### config.mk
export PLATFORM = sky130hd
export DESIGN_NAME = fwd_scoreboard_unit
export DESIGN_NICKNAME = d
export VERILOG_FILES = /design/src/rtl/fwd_pkg.sv /design/src/rtl/fwd_match_prio.sv /design/src/rtl/fwd_scoreboard_unit.sv
export SDC_FILE = /design/constraint.sdc
export NUM_CORES = 1
export LEC_CHECK = 0
export ABC_AREA = 1
export ABC_CLOCK_PERIOD_IN_PS = 1600
export CORE_UTILIZATION = 47
export CTS_CLUSTER_SIZE = 40
export DETAILED_ROUTE_END_ITERATION = 16
export GPL_TIMING_DRIVEN = 0
export PLACE_DENSITY = 0.77
export SLEW_MARGIN = 20
export SYNTH_ARGS = -nofsm -noshare
export SYNTH_HDL_FRONTEND = slang
export SYNTH_SLANG_ARGS = --single-unit
### constraint.sdc
create_clock -name clk -period 1.6 [get_ports clk]
set_input_delay 0.32 -clock clk [delete_from_list [all_inputs] [get_ports clk]]
set_output_delay 0.32 -clock clk [all_outputs]
set_load 0.01 [all_outputs]
### src/rtl/fwd_pkg.sv
// Shared types for the forwarding/hazard scoreboard: tag layout, select-width helper.
package fwd_pkg;
  localparam int FWD_NONE   = 0;
  // Tag rd field is sized for the widest register address space in use.
  localparam int FWD_AW_MAX = 8;

  typedef struct packed {
    logic [FWD_AW_MAX-1:0] rd;
    logic                  wr;
    logic                  load;
    logic                  valid;
  } fwd_tag_t;

  function automatic int fwd_selw(input int depth);
    return (depth <= 2) ? 1 : $clog2(depth);
  endfunction
endpackage

### src/rtl/fwd_match_prio.sv
// One source address against the tag pipeline: per-stage hit flags and youngest-wins bypass select.
module fwd_match_prio
  import fwd_pkg::*;
#(
  parameter int DEPTH = 3,
  parameter int SELW  = fwd_selw(DEPTH)
) (
  input  logic [FWD_AW_MAX-1:0] addr,
  input  fwd_tag_t [DEPTH-1:0]  tags,
  output logic [SELW-1:0]       sel,
  output logic [DEPTH-1:0]      hit,
  output logic [DEPTH-1:0]      ld_hit
);
  always_comb begin
    hit    = '0;
    ld_hit = '0;
    for (int k = 0; k < DEPTH; k++) begin
      hit[k]    = tags[k].valid & tags[k].wr & (tags[k].rd == addr) & (addr != '0);
      ld_hit[k] = hit[k] & tags[k].load;
    end
  end

  // Oldest first so the youngest matching stage overwrites.
  always_comb begin
    sel = SELW'(FWD_NONE);
    for (int k = DEPTH-1; k >= 1; k--)
      if (hit[k]) sel = SELW'(DEPTH-k);
  end
endmodule

### src/rtl/fwd_scoreboard_unit.sv
// Forwarding/hazard unit: tag pipeline EX..WB, EX/ID bypass selects, load-use and multicycle stalls.
// Optional ID-stage bypass path enabled by defining FWD_ID_PATH_EN.
module fwd_scoreboard_unit
  import fwd_pkg::*;
#(
  parameter  int REG_AW     = 6,
  parameter  int DEPTH      = 3,
  parameter  int NUM_EX_SRC = 2,
  parameter  int NUM_ID_SRC = 2,
  parameter  int MC_LATW    = 4,
  localparam int SELW       = fwd_selw(DEPTH)
) (
  input  logic                         clk,
  input  logic                         rst_n,
  input  logic                         adv,
  input  logic                         flush,
  input  logic                         iss_valid,
  input  logic [REG_AW-1:0]            iss_rd,
  input  logic                         iss_wr,
  input  logic                         iss_load,
  input  logic                         iss_mc,
  input  logic [MC_LATW-1:0]           iss_mc_lat,
  input  logic [NUM_EX_SRC*REG_AW-1:0] ex_src,
  input  logic [NUM_ID_SRC*REG_AW-1:0] id_src,
  input  logic [NUM_ID_SRC-1:0]        id_use,
  input  logic                         id_need,
  output logic [NUM_EX_SRC*SELW-1:0]   ex_fwd_sel,
  output logic [NUM_ID_SRC*SELW-1:0]   id_fwd_sel,
  output logic                         stall,
  output logic                         mc_busy
);
  localparam logic [DEPTH-1:0] LU_MASK = {DEPTH{1'b1}} >> 2;

  fwd_tag_t [DEPTH-1:0] tags;
  fwd_tag_t             iss_tag;
  logic [MC_LATW-1:0]   mc_cnt;
  logic [REG_AW-1:0]    mc_rd;
  logic                 iss_ok;

  logic [NUM_EX_SRC-1:0][DEPTH-1:0] ex_hit_unused, ex_ld_unused;
  logic [NUM_ID_SRC-1:0][DEPTH-1:0] id_hit, id_ld;
  logic [NUM_ID_SRC-1:0][SELW-1:0]  id_sel;
  logic [NUM_ID_SRC-1:0]            src_stall;

  assign iss_ok  = iss_valid & ~stall & ~flush;
  assign mc_busy = |mc_cnt;
  assign stall   = (|src_stall) | (iss_valid & iss_mc & mc_busy);

  // Multicycle results come back outside the pipeline, so their tags never advertise a write.
  always_comb begin
    iss_tag = '0;
    if (iss_ok) begin
      iss_tag.rd    = FWD_AW_MAX'(iss_rd);
      iss_tag.wr    = iss_wr & ~iss_mc;
      iss_tag.load  = iss_load;
      iss_tag.valid = 1'b1;
    end
  end

  always_ff @(posedge clk or negedge rst_n)
    if (!rst_n)   tags <= '0;
    else if (adv) tags <= {tags[DEPTH-2:0], iss_tag};

  always_ff @(posedge clk or negedge rst_n)
    if (!rst_n) begin
      mc_cnt <= '0;
      mc_rd  <= '0;
    end else if (adv & iss_ok & iss_mc) begin
      mc_cnt <= (iss_mc_lat == '0) ? MC_LATW'(1) : iss_mc_lat;
      mc_rd  <= iss_wr ? iss_rd : '0;
    end else if (mc_busy) begin
      mc_cnt <= mc_cnt - MC_LATW'(1);
    end

  for (genvar i = 0; i < NUM_EX_SRC; i++) begin : g_ex
    logic [FWD_AW_MAX-1:0] a;
    assign a = FWD_AW_MAX'(ex_src[i*REG_AW +: REG_AW]);
    fwd_match_prio #(.DEPTH(DEPTH), .SELW(SELW)) u_match (
      .addr(a), .tags(tags), .sel(ex_fwd_sel[i*SELW +: SELW]),
      .hit(ex_hit_unused[i]), .ld_hit(ex_ld_unused[i])
    );
  end

  for (genvar i = 0; i < NUM_ID_SRC; i++) begin : g_id
    logic [REG_AW-1:0]     s;
    logic [FWD_AW_MAX-1:0] a;
    logic                  need_hz;
    assign s = id_src[i*REG_AW +: REG_AW];
    assign a = FWD_AW_MAX'(s);
    fwd_match_prio #(.DEPTH(DEPTH), .SELW(SELW)) u_match (
      .addr(a), .tags(tags), .sel(id_sel[i]), .hit(id_hit[i]), .ld_hit(id_ld[i])
    );
`ifdef FWD_ID_PATH_EN
    localparam logic [DEPTH-1:0] NB_MASK = {DEPTH{1'b1}} >> 1;
    // EX result not yet bypassable to ID; loads only once they reach WB.
    assign need_hz = id_hit[i][0] | (|(id_ld[i] & NB_MASK));
`else
    assign need_hz = |id_hit[i];
`endif
    assign src_stall[i] = id_use[i] & ( (|(id_ld[i] & LU_MASK))
                                      | (id_need & need_hz)
                                      | (mc_busy & (s == mc_rd) & (|mc_rd)) );
  end

`ifdef FWD_ID_PATH_EN
  assign id_fwd_sel = id_need ? id_sel : '0;
`else
  logic id_sel_unused;
  assign id_sel_unused = ^id_sel;
  assign id_fwd_sel    = '0;
`endif
endmodule
==> results by group <==
Yosys
  • Most used flip-flop cell after synthesis: dfrtp_1
  • Synth async-reset ratio: 1.000
  • Part of the Yosys area used for sequential elements: 0.3207
  • Area leader, netlist: dfrtp_1
  • Synth top cells by count: nand2_1, inv_1, dfrtp_1
  • Post-Syn Area: 0.002731 mm²
  • Mapped Cells: 389
  • Netlist cell types: 38
  • Number of synthesized flops with an enable pin: 0
  • Top-area cell type share of the netlist area: 0.3207
  • Ys Warns: 0
  • Top area cells in the synthesized netlist: dfrtp_1, nand2_1, xor2_1
  • Most common cell in the netlist: nand2_1
  • Synth Area per Inst: ~7 µm²
  • Synth Register Bits: 35

Power and ir drop
  • LEAKAGE: around 0.0018 µW
  • Flop pwr share: 0.369
  • Net Sw Frac: 0.3813
  • Clock power frac: 0.197
  • Peak VDD IR: between 0.7 and 0.8 mV
  • Psw: 1243 µW
  • PD cells: approximately 830 mW/mm²
  • Pint: approximately 2000 µW
  • Gate power share: 0.434

Global route
  • Maximum number of pins on one net before global-route repair: 25
  • Grt ovf: 0
  • Initial antenna violation count: 0
  • Vias in the first global route: about 2,800
  • Total Routing Usage GR: 0.2857
  • First-pass GRT wire length: between 10,000 and 15,000 µm

Timing
  • Unrepaired setup endpoints after global routing: true
  • Clock Skew: roughly 0.0042 ns
  • Max Transition Viols Final: 0
  • Minimum clock period: roughly 2.2 ns
  • Final worst slack: -0.6058 ns
  • Count of final hold-check violations: 0
  • Setup TNS: -10.46 ns
  • Final setup fails: 25
  • Max Freq: roughly 450 MHz
  • Final Cycle Share: 1.379
  • Worst-Margin Slew: around 0.75 ns
  • Relative slew slack: 0.4971

Route
  • Number of DRC markers in iteration 0: around 370
  • Antenna-violating nets left: 0
  • Final WL: 8703 µm
  • First drt pass iteration count: 5
  • Vias/cell: roughly 5.6
  • Drt drc: 0
  • Drt wl/cell: between 15 and 20 µm
  • Via count: between 3,000 and 4,000

Placed design
  • Detailed-placement wirelength estimate: about 5900 µm
  • DP Worst Slack: -1.263 ns
  • Placed instance count: 509
  • Routability cong.: 0.9592
  • Port Buffers: 44

Critical path
  • CP startpoint kind: register
  • Worst setup EP type: output pin
  • Critical path class: register to output pin
  • Crit Path Max Fanout: 4
  • CP Data Arrival Time: approximately 1.9 ns
  • CP required: 1.28 ns

Clock tree
  • Skew-Pair Late Insertion Delay: just under 0.3 ns
  • CTS tree: built
  • Clock sinks: 35
  • Clock Path Buffers: 2
  • Reg clk slew, reported paths: 0.07 ns
  • TritonCTS Buffers: 5
  • Root Buffer: clkbuf_8
  • Htree depth: 2

Layout
  • Share of cells above drive strength 1: 0.3313
  • Non-filler cells, final: roughly 560
  • Fill count: between 400 and 500
  • Final nets: between 500 and 600
  • P&R area growth vs syn: 43.56%
  • Ant diodes: 0

Run
  • Max-cap violations: 0

Min path
  • Hold crit path type: input pin to async pin

Floorplan
  • Initial core utilization: 0.4930
  • Die W: slightly below 80 µm
  • Full die area: just over 0.006 mm²
  • Die Span Y: 78.23 µm
  • Std-Cell Rows: 27
  • Ports: 55
  • Core Region: approximately 0.0055 mm²

Outcome
  • Failing checks: setup timing
  • Status: finished with violations
## path summary, 6_finish.rpt
kind                                  startpoint                    to  slack [ns]  depth (start not counted)
max                        mc_cnt[1]$_DFFE_PN0P_                 stall       -0.61                         12
min                                        rst_n  tags[27]$_DFFE_PN0P_        0.46                          2
max reg2reg                mc_cnt[1]$_DFFE_PN0P_  mc_rd[1]$_DFFE_PN0P_       -0.56                         14
min reg2reg                 tags[24]$_DFFE_PN0P_  tags[24]$_DFFE_PN0P_        0.51                          1
max in group asynchronous                  rst_n  tags[19]$_DFFE_PN0P_        0.70                          3
min in group clk            tags[24]$_DFFE_PN0P_  tags[24]$_DFFE_PN0P_        0.51                          1
## sequential cells by signal, summed over array words and instances, names as in the netlist
signal / flops
mc_cnt: 4
mc_rd: 6
tags: 25
## final cells by class
| type | instances | area (µm²) | share of cell area |
|---|---|---|---|
| buffer | 15 | 103.9 | 0.02648 |
| clock buffer | 5 | 68.82 | 0.01755 |
| clock inverter | 3 | 20.02 | 0.005105 |
| inverter | 56 | 237.7 | 0.06063 |
| multi-input combinational | 286 | 1729 | 0.4410 |
| sequential | 35 | 889.6 | 0.2269 |
| tap | 72 | 90.09 | 0.02297 |
| timing repair buffer | 86 | 782.0 | 0.1994 |
## cell families (layout without fill, tap and decap cells)
group                      after synthesis  count (layout)  synth area share
DFF                                     35              35            0.3207
other                                    1               4          0.001373
xor gates and xnor gates                32              32            0.1026
adders and majority gates                2               2          0.009160
buffers and inverters                   71             165            0.1127
muxes                                    2               2          0.008245
AOI/OAI and AO/OA                       66              66            0.1535
and+or+nand+nor                        180             180            0.2918
## metrics by stage
stage | cell area (µm²) | utilization | hold slack (ns) | power, µW
finish | 3921 | 0.7078 | 0.4613 | 3260
global route | 3921 | 0.7078 | 0.4928 | 3479
CTS | 3696 | 0.6671 | 0.4577 | 3145
detailed placement | 3304 | 0.5964 | 0.2377 | 2227
global placement | 3282 | 0.5924 | 0.4914 | 2185
floorplan | 2751 | - | 0.02441 | 1873
## power groups by stage
stage | combinational (µW) | clock [µW] | sequential, µW
after floorplan | 713 | 0 | 1160
after global placement | 983 | 0 | 1200
after detailed placement | 1020 | 0 | 1210
after CTS | 1300 | 655 | 1190
after global routing | 1570 | 696 | 1220
final | 1420 | 643 | 1200
## timing repair
| item | CTS | global route |
|---|---|---|
| pin swaps | 22 | 26 |
| endpoints found under the hold margin | 11 | 0 |
| setup endpoints to repair | 34 | 27 |
| buffers inserted | 24 | 18 |
| hold buffers | 1 | 0 |
| gates resized for setup | 98 | 33 |
## layout by cell type, fill, tap and decap left out, types with 5 or more instances in the layout
cell / n
nand2_1: 92
buf_4: 34
inv_1: 30
dfrtp_1: 24
xor2_1: 22
clkdlybuf4s50_1: 22
nor2_1: 19
nand2_2: 19
nand3_1: 16
buf_6: 15
dlygate4sd2_1: 15
inv_2: 14
o21ai_0: 13
inv_4: 11
a21oi_1: 11
dfrtp_2: 11
xnor2_1: 10
o21ai_2: 10
o22ai_1: 9
o21ai_1: 9
buf_2: 8
nor3_1: 8
nand4_1: 7
clkbuf_8: 5
## layer usage
metal  track usage  wire length [µm]
met1        0.3827              3629
met3       0.06047               752
met4        0.1019               192
met5             0                 0
met2        0.4544              4129
## worst max-delay path, cell delays in order, from the launching register on
cell	delay, ns
dfrtp_1	0.39
inv_2	0.08
ha_4	0.13
inv_4	0.04
nor3_4	0.30
nor3_2	0.06
nand4_1	0.09
nand2_2	0.10
nand2_2	0.08
nand2_2	0.06
nor2_4	0.12
inv_2	0.04
buf_6	0.11
No activity file was read; power rests on OpenSTA's default activity.
